**config.mk**
```make
export PLATFORM = sky130hd
export DESIGN_NAME = exp_mem
export DESIGN_NICKNAME = d
export VERILOG_FILES = /design/src/rtl/resp_checker_exp_mem.sv
export SDC_FILE = /design/constraint.sdc
export NUM_CORES = 1
export LEC_CHECK = 0
export CORE_ASPECT_RATIO = 2
export CORE_UTILIZATION = 25
export CTS_CLUSTER_SIZE = 28
export DETAILED_ROUTE_END_ITERATION = 10
export PLACE_DENSITY_LB_ADDON = 0.05
export SYNTH_ARGS = -nofsm -noshare
export SYNTH_HDL_FRONTEND = slang
export SYNTH_SLANG_ARGS = --single-unit
```
**constraint.sdc**
```tcl
create_clock -name clk -period 8.85 [get_ports clk]
set_clock_uncertainty 0.05 [all_clocks]
set_input_delay 1.77 -clock clk [delete_from_list [all_inputs] [get_ports clk]]
set_output_delay 1.77 -clock clk [all_outputs]
set_load 0.03 [all_outputs]
```
**src/rtl/resp_checker_exp_mem.sv**
```systemverilog
`default_nettype none
// ============================================================================
//  Module      : exp_mem
//  Description : DEPTH x N expected-value register array, synchronous write,
//                combinational read. Contents are deliberately not reset.
//                Optional: RESP_CHECKER_MASK_EN adds a parallel DEPTH x N
//                don't-care mask array written with the same strobe.
//  Ports       : clk               - write clock
//                i_we/i_waddr      - write strobe and index
//                i_wdata (i_wmask) - value (and mask) to store
//                i_raddr           - read index
//                o_rdata (o_rmask) - entry (and mask) at i_raddr
//  Revision    : 1.0 - initial release
// ============================================================================
module exp_mem #(
    parameter int N     = 64,
    parameter int DEPTH = 10,
    parameter int IW    = $clog2(DEPTH)
) (
    input  wire logic          clk,
    input  wire logic          i_we,
    input  wire logic [IW-1:0] i_waddr,
    input  wire logic [N-1:0]  i_wdata,
`ifdef RESP_CHECKER_MASK_EN
    input  wire logic [N-1:0]  i_wmask,
    output logic      [N-1:0]  o_rmask,
`endif
    input  wire logic [IW-1:0] i_raddr,
    output logic      [N-1:0]  o_rdata
);

    logic [N-1:0] r_data [DEPTH];

    // Index space may exceed DEPTH when DEPTH is not a power of two.
    logic w_wr_ok;
    logic w_rd_ok;
    assign w_wr_ok = (32'(i_waddr) < DEPTH);
    assign w_rd_ok = (32'(i_raddr) < DEPTH);

    always_ff @(posedge clk) begin
        if (i_we && w_wr_ok) begin
            r_data[i_waddr] <= i_wdata;
        end
    end

    assign o_rdata = w_rd_ok ? r_data[i_raddr] : '0;

`ifdef RESP_CHECKER_MASK_EN
    logic [N-1:0] r_mask [DEPTH];

    always_ff @(posedge clk) begin
        if (i_we && w_wr_ok) begin
            r_mask[i_waddr] <= i_wmask;
        end
    end

    assign o_rmask = w_rd_ok ? r_mask[i_raddr] : '0;
`endif

endmodule : exp_mem
`default_nettype wire

```
After elaboration in Yosys (flattened, before gate mapping)
Memories as Yosys holds them, arrays and structs flattened.
Index checks and enable logic that the tools add are counted.

storage, ports and cells
  memories = 1
  bits in registers = 0
  output and inout bits = 64
  memory bits (writable) = 640
  bits of input ports = 74
  logic and storage cells = 7

memories
  memory  depth  width  read ports  clocked after Yosys merged registers in  write ports  line  text
  r_data  10     64     1           0                                        1            32    logic [N-1:0] r_data [DEPTH];

operators by class
  mux-type cells = 3
  reductions and logical operators = 1
  $lt $le $gt $ge = 2

operators by type and width
  cell                                               number
  64-bit 2-to-1 mux                                  1
  4-bit less-than comparator, second input constant  2
  1-bit 2-to-1 mux                                   2
  1-bit logical AND                                  1

Logic depth before layout (Yosys ltp)
Gate-level depths: netlist of the first run.

  depth in word-level cells = 4
  depth in mapped cells = 7
  mapped depth without buffers = 3

Worst setup path before layout of the first run
OpenSTA, ideal clock, no wires.

  kind = input to register
  from = input i_waddr[2]
  to = memory r_data[0][0], enable pin
  cell stages on the path = 2
  required time = 8.235 ns
  slack = 1.673 ns
  data arrival time = 6.561 ns
  path through = or3b_1 -> nor3_1

on the way
  longest elaborated chain between the ends = 4

RTL lines
  what                                    line  text
  start: declaration                      22    input wire logic [IW-1:0] i_waddr,
  4-bit less-than comparator              37    assign w_wr_ok = (32'(i_waddr) < DEPTH);
  1-bit logical AND                       41    if (i_we && w_wr_ok) begin
  1-bit 2-to-1 mux                        41
  1-bit 2-to-1 mux (implied by the code)  42    r_data[i_waddr] <= i_wdata;
  end: declaration                        32

Parallel ways exist; a longest one is shown, timed or not.

Worst setup path after layout of the first run
  from = input i_raddr[2]
  to = output o_rdata[5]

on the way
  longest elaborated chain between the ends = 2
  elaborated cells on any way between the ends = 3
  those cells by class = order compare (1); mux (1); memory (1)

RTL lines
  what                                                                          line  text
  start: declaration                                                            28    input wire logic [IW-1:0] i_raddr,
  memory read 10 x 64 bit / 4-bit less-than comparator (equally long branches)  n/a
  64-bit 2-to-1 mux (*)                                                         46    assign o_rdata = w_rd_ok ? r_data[i_raddr] : '0;
  end: declaration                                                              29    output logic [N-1:0] o_rdata

Every way passes the cells marked *; elsewhere a longest branch is shown, timed or not.

==> results of run 1 <==
layout by cell type, fill, tap and decap left out:
master	synthesis	routed
nor2_1	8	1
buf_4	2	37
nor2_4	0	7
nand2_4	0	2
o32ai_1	64	64
nand2b_1	4	2
bufinv_16	0	1
or2_4	0	1
mux2_2	84	84
clkbuf_16	0	73
buf_12	0	4
mux2i_1	64	64
or3b_1	1	1
clkinv_2	0	14
edfxtp_1	640	640
mux2_1	172	172
clkinv_1	0	17
clkbuf_1	25	14
clkdlybuf4s50_1	0	135
nand3b_1	2	2
nor3_2	0	3
o22ai_1	128	128
nand2b_4	0	2
buf_8	3	1
nand2_1	3	1
report_power, final:
group | total, uW | internal [uW] | switching (uW)
combinational | 453 | 170 | 283
sequential | 3410 | 3400 | 11.1
clock | 2710 | 1520 | 1190
per-layer routing:
layer	part of all wire, %	wire (microns)	GRT usage (%)	vias to the layer above
met4	1.6	1170	3.83	12
met2	49	35100	24.2	250
met3	4.7	3320	3.33	90
met1	44	31600	18.5	6631
li1	-	-	-	5516
met5	0.095	68	0	-
kinds of logic (layout without fill, tap and decap cells):
| family | after synthesis | count (layout) |
|---|---|---|
| flip-flops | 640 | 640 |
| buffers and inverters | 76 | 296 |
| multiplexers | 320 | 320 |
| AO/OA/AOI/OAI | 192 | 192 |
| AND/OR/NAND/NOR | 22 | 22 |
area by class of cell:
type                    instances  area [sq um]  area share, %
well taps                    1320          1650           5.55
flip-flops and latches        640         19200           64.6
repair buffers                177          1720           5.80
multi-input cells             534          5100           17.1
clock buffers                  87          1880           6.32
clock inverters                32           164          0.551
per-stage QoR:
stage	worst slack [ns]	hold slack, ns	total power (uW)	area, sq um	util [%]
final	2.15	1.90	6580	29700	30.2
after CTS	2.00	1.83	6710	29700	30.2
after global routing	1.99	1.89	6830	29700	30.2
after global placement	2.06	2.52	3940	27700	28.1
after floorplan	1.67	1.82	3720	24800	-
after detailed placement	2.01	2.53	3940	27700	28.1
final timing paths:
kind | from | slack [ns] | endpoint
max | i_raddr[2] | 2.15 | o_rdata[5]
min | i_wdata[37] | 1.90 | r_data[3][37]
==> flow_summary.html, run 1 <==
<table>
<tr><th>Metric</th><th>Value</th></tr>
<tr><th colspan="2">CTS</th></tr>
<tr><td>Clock-pin slew of the registers on the worst-case setup and hold paths</td><td>0.06 ns</td></tr>
<tr><td>Number of clock buffers inserted by TritonCTS</td><td>66</td></tr>
<tr><td>Maximum count of clock buffers along a single path</td><td>3</td></tr>
<tr><td>TritonCTS clock tree</td><td>done</td></tr>
<tr><td>Clock sink total</td><td>640</td></tr>
<tr><td>Count of instances resized after the clock tree is built</td><td>0</td></tr>
<tr><td>Htree depth</td><td>3</td></tr>
<tr><td>Hold Buf Count CTS</td><td>0</td></tr>
<tr><td>Post-CTS Setup Repair Bufs</td><td>0</td></tr>
<tr><td>Clock tree root buffer cell</td><td>clkbuf_16</td></tr>
<tr><th colspan="2">Drt</th></tr>
<tr><td>Residual DRC count</td><td>0</td></tr>
<tr><td>Number of antenna-violating nets in the routed design</td><td>0</td></tr>
<tr><td>Final routed wire length divided by cell count</td><td>25.6 microns</td></tr>
<tr><td>WL final</td><td>71.3 mm</td></tr>
<tr><td>Routed via count</td><td>12,499</td></tr>
<tr><td>Via density per instance</td><td>4.48</td></tr>
<tr><td>Number of detailed-routing iterations run before antenna repair</td><td>4</td></tr>
<tr><td>1st-iter DRT viols</td><td>756</td></tr>
<tr><th colspan="2">Pwr</th></tr>
<tr><td>Standby leakage power</td><td>0.00926 uW</td></tr>
<tr><td>Power per Cell Area</td><td>221 nW/um^2</td></tr>
<tr><td>Max VDD drop</td><td>0.0936 mV</td></tr>
<tr><th colspan="2">STA</th></tr>
<tr><td>RSZ-0062 raised after global routing</td><td>no</td></tr>
<tr><td>Sum of negative setup slack</td><td>0 ns</td></tr>
<tr><td>Max-slew violation count</td><td>0</td></tr>
<tr><td>Final number of hold-violating endpoints</td><td>0</td></tr>
<tr><td>Crit share post-route</td><td>75.8%</td></tr>
<tr><td>Endpoints failing setup</td><td>0</td></tr>
<tr><td>Final Critical Period</td><td>6.70 ns</td></tr>
<tr><td>Highest Clock Rate</td><td>149 MHz</td></tr>
<tr><td>Least-Margin Pin Slew</td><td>1.02 ns</td></tr>
<tr><td>Headroom to the max-slew limit</td><td>31.7%</td></tr>
<tr><th colspan="2">Logic synthesis</th></tr>
<tr><td>Post-synthesis share of cell area spent on full adders, half adders and majority gates</td><td>0%</td></tr>
<tr><td>Area of the mapped netlist</td><td>24,800 sq um</td></tr>
<tr><td>Post-synthesis net count</td><td>1,324</td></tr>
<tr><td>Total of flip-flops plus latches after synthesis</td><td>640</td></tr>
<tr><td>Share of flip-flops with an asynchronous set or reset</td><td>0%</td></tr>
<tr><td>Synthesis warning total</td><td>0</td></tr>
<tr><td>Share of Yosys cell area claimed by the top area cell type</td><td>77.5%</td></tr>
<tr><td>Leading area contributor after synthesis</td><td>edfxtp_1</td></tr>
<tr><td>Proportion of synthesized area in mux cells</td><td>14.2%</td></tr>
<tr><td>Sequential fraction of the synthesis area</td><td>77.5%</td></tr>
<tr><td>Dominant combinational cell family by area after synthesis</td><td>multiplexers</td></tr>
<tr><td>Average size of a mapped cell</td><td>19.8 sq um</td></tr>
<tr><td>Compound-gate portion of the synthesized area</td><td>5.49%</td></tr>
<tr><td>Post-synthesis instance total</td><td>1,250</td></tr>
<tr><td>Synth Area in Simple Gates</td><td>0.449%</td></tr>
<tr><td>Post-synth top cells</td><td>640 x edfxtp_1, 172 x mux2_1, 128 x o22ai_1</td></tr>
<tr><td>Biggest area contributors in the synthesized netlist</td><td>edfxtp_1 78%, mux2_1 7.8%, mux2_2 3.8%</td></tr>
<tr><td>Most used flip-flop cell after synthesis</td><td>edfxtp_1</td></tr>
<tr><td>Number of synthesized flops with an enable pin</td><td>640</td></tr>
<tr><td>Leading cell type by number of instances after synthesis</td><td>edfxtp_1</td></tr>
<tr><td>Post-Synth XOR/XNOR Area</td><td>0%</td></tr>
<tr><td>Yosys cell types</td><td>19</td></tr>
<tr><th colspan="2">GRT</th></tr>
<tr><td>Maximum number of pins on one net before global-route repair</td><td>86</td></tr>
<tr><td>Overflow left after global routing</td><td>0</td></tr>
<tr><td>Number of global-route vias before repair</td><td>13,647</td></tr>
<tr><td>Total global routing track utilization</td><td>14.4%</td></tr>
<tr><td>Antenna violations before repair</td><td>6</td></tr>
<tr><td>Global-route wire length before repair</td><td>102 mm</td></tr>
<tr><th colspan="2">Job</th></tr>
<tr><td>MaxCap Viol Count</td><td>0</td></tr>
<tr><th colspan="2">Final layout</th></tr>
<tr><td>Register with the highest flop count</td><td>r_data</td></tr>
<tr><td>Share of final-layout standard cells stronger than drive strength 1</td><td>15.6%</td></tr>
<tr><td>Area growth from synthesis to layout</td><td>20.0%</td></tr>
<tr><td># nets final</td><td>1,493</td></tr>
<tr><td>Max reg flops</td><td>640</td></tr>
<tr><td>Largest registers</td><td>r_data x640</td></tr>
<tr><td>Number of standard cells in the final layout excluding fillers</td><td>2,790</td></tr>
<tr><td>Diodes inserted</td><td>0</td></tr>
<tr><td>Filler Cell Count</td><td>9,615</td></tr>
<tr><th colspan="2">Setup path</th></tr>
<tr><td>Crit path largest cell delay</td><td>0.82 ns</td></tr>
<tr><td>Crit path required time</td><td>7.03 ns</td></tr>
<tr><td>Data arrival, critical path</td><td>4.88 ns</td></tr>
<tr><td>Cells along the critical path</td><td>clkdlybuf4s50_1 &gt; nand2_4 &gt; buf_4 &gt; o22ai_1 &gt; o32ai_1 &gt; clkdlybuf4s50_1</td></tr>
<tr><td>Total stage count of the critical path</td><td>6</td></tr>
<tr><td>Combined buffer and inverter count along the critical path</td><td>3</td></tr>
<tr><td>Top delay family on crit path</td><td>buffers and inverters</td></tr>
<tr><td>Nature of the critical path startpoint</td><td>input port</td></tr>
<tr><td>Peak fanout along the critical path</td><td>48</td></tr>
<tr><td>Most frequent cell on the critical path</td><td>clkdlybuf4s50_1</td></tr>
<tr><td>Critical path start-end classification</td><td>input port to primary output</td></tr>
<tr><td>Cell at the slowest stage of the critical path</td><td>nand2_4</td></tr>
<tr><td>Kind of end point of the critical path</td><td>primary output</td></tr>
<tr><th colspan="2">Floorplanning</th></tr>
<tr><td>Initial core utilization</td><td>25.2%</td></tr>
<tr><td>Number of top-level pins</td><td>138</td></tr>
<tr><td>Die width</td><td>225 microns</td></tr>
<tr><td>Number of cell rows</td><td>163</td></tr>
<tr><td>Vert. Die Dim</td><td>447 microns</td></tr>
<tr><td>Area of the die</td><td>100,000 sq um</td></tr>
<tr><td>Core region area</td><td>98,500 sq um</td></tr>
<tr><th colspan="2">Placement</th></tr>
<tr><td>Number of buffer cells added on primary ports</td><td>137</td></tr>
<tr><td>Cell count after placement</td><td>2,671</td></tr>
<tr><td>GPL Wtd Cong</td><td>0.669</td></tr>
<tr><td>Placed wire-length estimate after detailed placement</td><td>35.8 mm</td></tr>
<tr><th colspan="2">Run status</th></tr>
<tr><td>Result of the run</td><td>complete, no violations</td></tr>
<tr><th colspan="2">Min path</th></tr>
<tr><td>Worst hold path class</td><td>input port to flip-flop</td></tr>
<tr><td>Count of cells along the worst hold path</td><td>1</td></tr>
</table>
Power figures use the tool's default switching activity.
==> run 2: changes to the inputs <==
==> constraint.sdc (replaced) <==
create_clock -name clk -period 6.2 [get_ports clk]
set_clock_uncertainty 0.05 [all_clocks]
set_input_delay 1.24 -clock clk [delete_from_list [all_inputs] [get_ports clk]]
set_output_delay 1.24 -clock clk [all_outputs]
set_load 0.03 [all_outputs]
==> run 2 against run 1 <==
Against the previous run:
- sequential power up 43%
- utilization up 0.25 points
- wire length is 2.0% higher
- final area up 0.84%
- die area is the same
- critical path type unchanged
- largest cell class unchanged
- sequential share of layout area decreased by 0.54 points
- total power up 43%
- first-iteration DRC count is 21% lower
- critical path depth did not move
- highest routed layer unchanged
==> flow_summary.html, run 2 (synthesis results as in run 1) <==
<table>
<tr><th>Metric</th><th>Value</th></tr>
<tr><th colspan="2">Run status</th></tr>
<tr><td>Result of the run</td><td>complete, no violations</td></tr>
<tr><th colspan="2">Drt</th></tr>
<tr><td>Final routed wire length divided by cell count</td><td>26.0 microns (+1.8%)</td></tr>
<tr><td>Met1 wire length</td><td>31.7 mm (+0.32%)</td></tr>
<tr><td>Wire length on met2</td><td>36.9 mm (+4.9%)</td></tr>
<tr><td>Via density per instance</td><td>4.46 (-0.35%)</td></tr>
<tr><td>1st-iter DRT viols</td><td>599 (-21%)</td></tr>
<tr><td>WL final</td><td>72.8 mm (+2.0%)</td></tr>
<tr><td>Topmost layer with routed signal wires</td><td>met5</td></tr>
<tr><td>Met3 WL post-DR</td><td>2.65 mm (-20%)</td></tr>
<tr><td>Number of antenna-violating nets in the routed design</td><td>0 (unchanged)</td></tr>
<tr><td>Residual DRC count</td><td>0 (unchanged)</td></tr>
<tr><td>Number of detailed-routing iterations run before antenna repair</td><td>4 (unchanged)</td></tr>
<tr><td>Routed via count</td><td>12,477 (-0.18%)</td></tr>
<tr><th colspan="2">Setup path</th></tr>
<tr><td>Crit path required time</td><td>4.91 ns (-2.12 ns)</td></tr>
<tr><td>Kind of end point of the critical path</td><td>primary output</td></tr>
<tr><td>Nature of the critical path startpoint</td><td>input port</td></tr>
<tr><td>Critical path start-end classification</td><td>input port to primary output</td></tr>
<tr><td>Peak fanout along the critical path</td><td>20 (-58%)</td></tr>
<tr><td>Data arrival, critical path</td><td>3.95 ns (-0.93 ns)</td></tr>
<tr><th colspan="2">Floorplanning</th></tr>
<tr><td>Initial core utilization</td><td>25.2% (unchanged)</td></tr>
<tr><td>Vert. Die Dim</td><td>447 microns (unchanged)</td></tr>
<tr><td>Area of the die</td><td>100,000 sq um (unchanged)</td></tr>
<tr><td>Number of top-level pins</td><td>138 (unchanged)</td></tr>
<tr><td>Number of cell rows</td><td>163 (unchanged)</td></tr>
<tr><td>Core region area</td><td>98,500 sq um (unchanged)</td></tr>
<tr><td>Die width</td><td>225 microns (unchanged)</td></tr>
<tr><th colspan="2">Pwr</th></tr>
<tr><td>Combinational group share of total power</td><td>7.2% (+0.3 points)</td></tr>
<tr><td>Clock power share</td><td>41.0% (-0.3 points)</td></tr>
<tr><td>Switching Fraction</td><td>22.9% (+0.32 points)</td></tr>
<tr><td>Net switching component of the power</td><td>2150 uW (+45%)</td></tr>
<tr><td>Power per Cell Area</td><td>313 nW/um^2 (+42%)</td></tr>
<tr><td>Max VDD drop</td><td>0.163 mV (+75%)</td></tr>
<tr><td>Internal Dissipation</td><td>7240 uW (+42%)</td></tr>
<tr><td>Standby leakage power</td><td>0.00936 uW (+1.0%)</td></tr>
<tr><td>Part of the power in registers</td><td>51.8% (about the same)</td></tr>
<tr><th colspan="2">STA</th></tr>
<tr><td>Headroom to the max-slew limit</td><td>31.3% (-0.36 points)</td></tr>
<tr><td>RSZ-0062 raised after global routing</td><td>no</td></tr>
<tr><td>Least-Margin Pin Slew</td><td>1.03 ns (+0.00211 ns)</td></tr>
<tr><td>Crit share post-route</td><td>84.5%</td></tr>
<tr><td>Highest Clock Rate</td><td>191 MHz</td></tr>
<tr><td>Endpoints failing setup</td><td>0 (unchanged)</td></tr>
<tr><td>Final number of hold-violating endpoints</td><td>0 (unchanged)</td></tr>
<tr><td>Max-slew violation count</td><td>0 (unchanged)</td></tr>
<tr><td>Final Critical Period</td><td>5.24 ns</td></tr>
<tr><td>Sum of negative setup slack</td><td>0 ns (unchanged)</td></tr>
<tr><th colspan="2">CTS</th></tr>
<tr><td>Clock tree root buffer cell</td><td>clkbuf_16</td></tr>
<tr><td>Clock sink total</td><td>640 (unchanged)</td></tr>
<tr><td>Number of clock buffers inserted by TritonCTS</td><td>67 (+1.5%)</td></tr>
<tr><td>Hold Buf Count CTS</td><td>0 (unchanged)</td></tr>
<tr><td>Htree depth</td><td>3 (unchanged)</td></tr>
<tr><td>Count of instances resized after the clock tree is built</td><td>0 (unchanged)</td></tr>
<tr><td>Post-CTS Setup Repair Bufs</td><td>0 (unchanged)</td></tr>
<tr><td>Clock-pin slew of the registers on the worst-case setup and hold paths</td><td>0.06 ns (about the same)</td></tr>
<tr><td>TritonCTS clock tree</td><td>done</td></tr>
<tr><td>Maximum count of clock buffers along a single path</td><td>3 (unchanged)</td></tr>
<tr><th colspan="2">Placement</th></tr>
<tr><td>Number of buffer cells added on primary ports</td><td>137 (unchanged)</td></tr>
<tr><td>GPL Wtd Cong</td><td>0.650 (-2.7%)</td></tr>
<tr><td>Placed wire-length estimate after detailed placement</td><td>37.1 mm (+3.6%)</td></tr>
<tr><th colspan="2">Final layout</th></tr>
<tr><td>Register with the highest flop count</td><td>r_data</td></tr>
<tr><td># nets final</td><td>1,502 (+0.60%)</td></tr>
<tr><td>Largest registers</td><td>r_data x640</td></tr>
<tr><td>Area growth from synthesis to layout</td><td>21.0%</td></tr>
<tr><td>Filler Cell Count</td><td>9,569 (-0.48%)</td></tr>
<tr><td>Max reg flops</td><td>640 (unchanged)</td></tr>
<tr><td>Most common cell after layout, fill and taps aside</td><td>edfxtp_1</td></tr>
<tr><td>Diodes inserted</td><td>0 (unchanged)</td></tr>
<tr><td>Most used cells in the layout excluding fill and tap cells</td><td>640 x edfxtp_1, 172 x mux2_1, 135 x clkdlybuf4s50_1</td></tr>
<tr><td>Share of final-layout standard cells stronger than drive strength 1</td><td>16.4% (+0.83 points)</td></tr>
<tr><td>Fraction of the core area covered by cells at the end of the flow</td><td>30.4% (+0.25 points)</td></tr>
<tr><th colspan="2">Min path</th></tr>
<tr><td>Launch point of the worst hold path</td><td>i_wdata[28]</td></tr>
<tr><td>Worst-case hold path end point</td><td>r_data[8][28]</td></tr>
<tr><td>Count of cells along the worst hold path</td><td>1 (unchanged)</td></tr>
<tr><td>Worst hold path class</td><td>input port to flip-flop</td></tr>
<tr><th colspan="2">GRT</th></tr>
<tr><td>Antenna violations before repair</td><td>7 (+1)</td></tr>
<tr><td>Overflow left after global routing</td><td>0 (unchanged)</td></tr>
<tr><td>Maximum number of pins on one net before global-route repair</td><td>65 (-24%)</td></tr>
<tr><td>Global-route wire length before repair</td><td>103 mm (+1.4%)</td></tr>
<tr><td>Total global routing track utilization</td><td>14.6% (+0.24 points)</td></tr>
<tr><td>Number of global-route vias before repair</td><td>13,724 (+0.56%)</td></tr>
<tr><th colspan="2">Job</th></tr>
<tr><td>MaxCap Viol Count</td><td>0 (unchanged)</td></tr>
</table>
[run 2: metrics by stage]
stage,instances,power (uW),setup slack (ns),cell area (sq um),hold WS (ns)
finish,2795,9390,0.963,30000,1.36
floorplan,1250,5310,1.27,24800,1.29
detailed placement,2679,5650,0.870,28000,2.01
global placement,2679,5650,0.852,28000,1.99
CTS,2795,9580,0.857,30000,1.30
global route,2795,9740,0.824,30000,1.34
[run 2: worst max-delay path by stage]
| stage | start | endpoint |
|---|---|---|
| after floorplan | i_waddr[2] | r_data[3][0] |
| after global placement | i_raddr[1] | o_rdata[55] |
| after detailed placement | i_raddr[1] | o_rdata[55] |
| after CTS | i_raddr[1] | o_rdata[55] |
| after global routing | i_raddr[1] | o_rdata[28] |
| final | i_raddr[2] | o_rdata[14] |
[run 2: area by class of cell]
cell class	count	area, sq um	share of cell area [%]
clock buffer	81	1770	5.91
timing repair buffer	185	1970	6.58
sequential	640	19200	64.1
multi-input combinational	534	5110	17.1
tap	1320	1650	5.51
clock inverter	35	254	0.847
[run 2: metal layers]
layer | global-route usage, % | vias to the layer above
met5 | 0 | -
met4 | 4.66 | 10
met3 | 2.62 | 89
met2 | 25.4 | 227
met1 | 18.3 | 6624
li1 | - | 5527
[run 2: worst max-delay path, stage by stage]
cell and delay [ns]:
clkdlybuf4s50_1 0.64, nand2b_4 0.37, buf_12 0.24, o22ai_1 0.10, o32ai_1 0.53, clkdlybuf4s50_1 0.80
[run 2: power groups by stage]
stage | logic (uW) | registers [uW] | clock network (uW)
global placement | 694 | 4960 | 0
global route | 722 | 4870 | 4140
CTS | 697 | 4870 | 4020
detailed placement | 695 | 4960 | 0
finish | 673 | 4870 | 3850
floorplan | 350 | 4960 | 0
==> run 3: changes to the inputs <==
==> constraint.sdc (replaced) <==
create_clock -name clk -period 5.1 [get_ports clk]
set_clock_uncertainty 0.05 [all_clocks]
set_input_delay 1.02 -clock clk [delete_from_list [all_inputs] [get_ports clk]]
set_output_delay 1.02 -clock clk [all_outputs]
set_load 0.03 [all_outputs]
==> run 3 against run 2 <==
Against the previous run:
- global-route usage shrank 0.41 points
- sequential power up 21%
- total power grew 22%
- via count up 0.90%
- count of clock-buffer cells in the layout is 8 lower
- combinational power is 29% higher
- die area is the same
- sequential share of layout area is 0.78 points lower
- non-clock buffer count up 24
==> flow_summary.html, run 3 (synthesis results as in run 1) <==
<table>
<tr><th>Metric</th><th>Value</th></tr>
<tr><th colspan="2">Run status</th></tr>
<tr><td>Result of the run</td><td>complete, no violations</td></tr>
<tr><th colspan="2">Setup path</th></tr>
<tr><td>Kind of end point of the critical path</td><td>primary output</td></tr>
<tr><td>Nature of the critical path startpoint</td><td>input port</td></tr>
<tr><td>Critical path start-end classification</td><td>input port to primary output</td></tr>
<tr><td>Peak fanout along the critical path</td><td>12 (-40%)</td></tr>
<tr><td>Crit path required time</td><td>4.03 ns (-0.88 ns)</td></tr>
<tr><td>Data arrival, critical path</td><td>3.72 ns (-0.23 ns)</td></tr>
<tr><th colspan="2">Pwr</th></tr>
<tr><td>Internal Dissipation</td><td>8880 uW (+23%)</td></tr>
<tr><td>Max VDD drop</td><td>0.235 mV (+44%)</td></tr>
<tr><td>Net switching component of the power</td><td>2540 uW (+18%)</td></tr>
<tr><td>Part of the power in registers</td><td>51.8% (about the same)</td></tr>
<tr><td>Standby leakage power</td><td>0.00956 uW (+2.1%)</td></tr>
<tr><td>Combinational group share of total power</td><td>7.6% (+0.4 points)</td></tr>
<tr><td>Switching Fraction</td><td>22.3% (-0.65 points)</td></tr>
<tr><td>Overall power consumption</td><td>11,400 uW (+22%)</td></tr>
<tr><td>Clock power share</td><td>40.6% (-0.4 points)</td></tr>
<tr><td>Power per Cell Area</td><td>376 nW/um^2 (+20%)</td></tr>
<tr><th colspan="2">Drt</th></tr>
<tr><td>Met1 wire length</td><td>31.5 mm (-0.73%)</td></tr>
<tr><td>Wire length on met2</td><td>35.4 mm (-3.9%)</td></tr>
<tr><td>Via density per instance</td><td>4.48 (+0.32%)</td></tr>
<tr><td>Residual DRC count</td><td>0 (unchanged)</td></tr>
<tr><td>1st-iter DRT viols</td><td>617 (+3.0%)</td></tr>
<tr><td>Final routed wire length divided by cell count</td><td>25.4 microns (-2.3%)</td></tr>
<tr><td>Routed via count</td><td>12,589 (+0.90%)</td></tr>
<tr><td>Number of antenna-violating nets in the routed design</td><td>0 (unchanged)</td></tr>
<tr><td>WL final</td><td>71.5 mm (-1.8%)</td></tr>
<tr><td>Topmost layer with routed signal wires</td><td>met5</td></tr>
<tr><td>Number of detailed-routing iterations run before antenna repair</td><td>5 (+1)</td></tr>
<tr><td>Met3 WL post-DR</td><td>2.86 mm (+7.8%)</td></tr>
<tr><th colspan="2">STA</th></tr>
<tr><td>Crit share post-route</td><td>93.9%</td></tr>
<tr><td>Final Critical Period</td><td>4.79 ns</td></tr>
<tr><td>Final number of hold-violating endpoints</td><td>0 (unchanged)</td></tr>
<tr><td>Highest Clock Rate</td><td>209 MHz</td></tr>
<tr><td>Endpoints failing setup</td><td>0 (unchanged)</td></tr>
<tr><td>Headroom to the max-slew limit</td><td>39.4% (+8.1 points)</td></tr>
<tr><td>Least-Margin Pin Slew</td><td>0.907 ns (-0.120 ns)</td></tr>
<tr><td>Max-slew violation count</td><td>0 (unchanged)</td></tr>
<tr><td>Sum of negative setup slack</td><td>0 ns (unchanged)</td></tr>
<tr><td>RSZ-0062 raised after global routing</td><td>no</td></tr>
<tr><td>Post-route worst setup slack</td><td>0.312 ns (-0.652 ns)</td></tr>
<tr><th colspan="2">CTS</th></tr>
<tr><td>Post-CTS Setup Repair Bufs</td><td>0 (unchanged)</td></tr>
<tr><td>Count of instances resized after the clock tree is built</td><td>0 (unchanged)</td></tr>
<tr><td>Htree depth</td><td>2 (-1)</td></tr>
<tr><td>Hold Buf Count CTS</td><td>0 (unchanged)</td></tr>
<tr><td>Clock-pin slew of the registers on the worst-case setup and hold paths</td><td>0.06 ns (about the same)</td></tr>
<tr><td>Number of clock buffers inserted by TritonCTS</td><td>61 (-9.0%)</td></tr>
<tr><td>TritonCTS clock tree</td><td>done</td></tr>
<tr><td>Clock sink total</td><td>640 (unchanged)</td></tr>
<tr><td>Maximum count of clock buffers along a single path</td><td>3 (unchanged)</td></tr>
<tr><td>Clock tree root buffer cell</td><td>clkbuf_16</td></tr>
<tr><th colspan="2">Placement</th></tr>
<tr><td>Number of buffer cells added on primary ports</td><td>137 (unchanged)</td></tr>
<tr><td>Total cell area at the placement stage</td><td>28,400 sq um (+1.6%)</td></tr>
<tr><td>Worst slack, placed</td><td>0.338 ns (-0.532 ns)</td></tr>
<tr><td>Placed wire-length estimate after detailed placement</td><td>37.9 mm (+2.3%)</td></tr>
<tr><td>GPL Wtd Cong</td><td>0.659 (+1.3%)</td></tr>
<tr><td>Cell count after placement</td><td>2,703 (+0.90%)</td></tr>
<tr><th colspan="2">Job</th></tr>
<tr><td>MaxCap Viol Count</td><td>0 (unchanged)</td></tr>
<tr><th colspan="2">GRT</th></tr>
<tr><td>Maximum number of pins on one net before global-route repair</td><td>65 (unchanged)</td></tr>
<tr><td>Overflow left after global routing</td><td>0 (unchanged)</td></tr>
<tr><td>Number of global-route vias before repair</td><td>13,517 (-1.5%)</td></tr>
<tr><td>Antenna violations before repair</td><td>10 (+3)</td></tr>
<tr><td>Total global routing track utilization</td><td>14.2% (-0.41 points)</td></tr>
<tr><td>Global-route wire length before repair</td><td>101 mm (-2.0%)</td></tr>
<tr><th colspan="2">Final layout</th></tr>
<tr><td>Sequential cell area</td><td>19,200 sq um (unchanged)</td></tr>
<tr><td>Multi-input gate area in the final layout</td><td>5110 sq um (unchanged)</td></tr>
<tr><td>Area growth from synthesis to layout</td><td>22.5%</td></tr>
<tr><td>Number of standard cells in the final layout excluding fillers</td><td>2,811 (+0.57%)</td></tr>
<tr><td># nets final</td><td>1,520 (+1.2%)</td></tr>
<tr><td>Filler Cell Count</td><td>9,555 (-0.15%)</td></tr>
<tr><td>Most used cells in the layout excluding fill and tap cells</td><td>640 x edfxtp_1, 172 x mux2_1, 128 x o22ai_1</td></tr>
<tr><td>Share of final-layout standard cells stronger than drive strength 1</td><td>18.8% (+2.3 points)</td></tr>
<tr><td>Most common cell after layout, fill and taps aside</td><td>edfxtp_1</td></tr>
<tr><td>Max reg flops</td><td>640 (unchanged)</td></tr>
<tr><td>Final non-filler cell area</td><td>30,400 sq um (+1.2%)</td></tr>
<tr><td>Largest registers</td><td>r_data x640</td></tr>
<tr><td>Register with the highest flop count</td><td>r_data</td></tr>
<tr><th colspan="2">Floorplanning</th></tr>
<tr><td>Die width</td><td>225 microns (unchanged)</td></tr>
<tr><td>Number of top-level pins</td><td>138 (unchanged)</td></tr>
<tr><td>Vert. Die Dim</td><td>447 microns (unchanged)</td></tr>
<tr><td>Initial core utilization</td><td>25.2% (unchanged)</td></tr>
<tr><td>Core region area</td><td>98,500 sq um (unchanged)</td></tr>
<tr><td>Number of cell rows</td><td>163 (unchanged)</td></tr>
<tr><td>Area of the die</td><td>100,000 sq um (unchanged)</td></tr>
<tr><th colspan="2">Min path</th></tr>
<tr><td>Worst-case hold path end point</td><td>r_data[3][45]</td></tr>
<tr><td>Worst hold path class</td><td>input port to flip-flop</td></tr>
<tr><td>Launch point of the worst hold path</td><td>i_wdata[45]</td></tr>
<tr><td>Count of cells along the worst hold path</td><td>1 (unchanged)</td></tr>
</table>
==> run 3: cell types whose count changed in the layout (fill, tap and decap cells not counted), moves of 2 or more <==
cell             delta
buf_12             +26
clkinv_2            -9
clkdlybuf4s50_1    -27
clkinv_8            -2
clkinv_1            +3
diode_2             +3
buf_4              +25
clkbuf_16           -8
bufinv_16           +7
==> run 3: worst max-delay path, stage by stage <==
cell and delay (ns):
clkdlybuf4s50_1 0.64, nand2b_4 0.41, buf_12 0.21, o22ai_1 0.08
o32ai_1 0.56, clkdlybuf4s50_1 0.79
==> run 3: area by class of cell <==
class                   count  share of cell area, %
diodes                      3                 0.0247
multi-input cells         534                   16.9
repair buffers            209                   7.94
well taps                1320                   5.44
flip-flops and latches    640                   63.3
clock inverters            32                   1.24
clock buffers              73                   5.18
==> run 3: metal layers <==
metal / vias up / GRT usage [%]
li1: 5568 / -
met3: 107 / 2.71
met5: - / 0
met1: 6680 / 18.1
met4: 12 / 4.10
met2: 222 / 24.4
==> run 3: stage by stage <==
stage	util (%)	hold slack, ns
6_report	30.8	1.10
3_5_place_dp	28.8	1.64
3_3_place_gp	28.8	1.65
2_1_floorplan	-	1.07
4_1_cts	30.8	1.06
5_1_grt	30.8	1.10
==> run 3: worst max path at each step <==
| stage | slack [ns] | startpoint | to | depth (start not counted) |
|---|---|---|---|---|
| after CTS | 0.33 | i_raddr[2] | o_rdata[40] | 7 |
| after global placement | 0.33 | i_raddr[1] | o_rdata[40] | 7 |
| after detailed placement | 0.34 | i_raddr[2] | o_rdata[40] | 7 |
| after floorplan | 0.39 | i_waddr[2] | r_data[3][0] | 2 |
| final | 0.31 | i_raddr[2] | o_rdata[30] | 6 |
| after global routing | 0.26 | i_raddr[2] | o_rdata[38] | 8 |
==> run 3: power by group through the flow <==
| stage | registers [uW] | logic [uW] | clock network, uW |
|---|---|---|---|
| 3_5_place_dp | 6030 | 897 | 0 |
| 3_3_place_gp | 6030 | 898 | 0 |
| 5_1_grt | 5920 | 933 | 4950 |
| 6_report | 5910 | 871 | 4640 |
| 2_1_floorplan | 6030 | 426 | 0 |
| 4_1_cts | 5910 | 901 | 4820 |
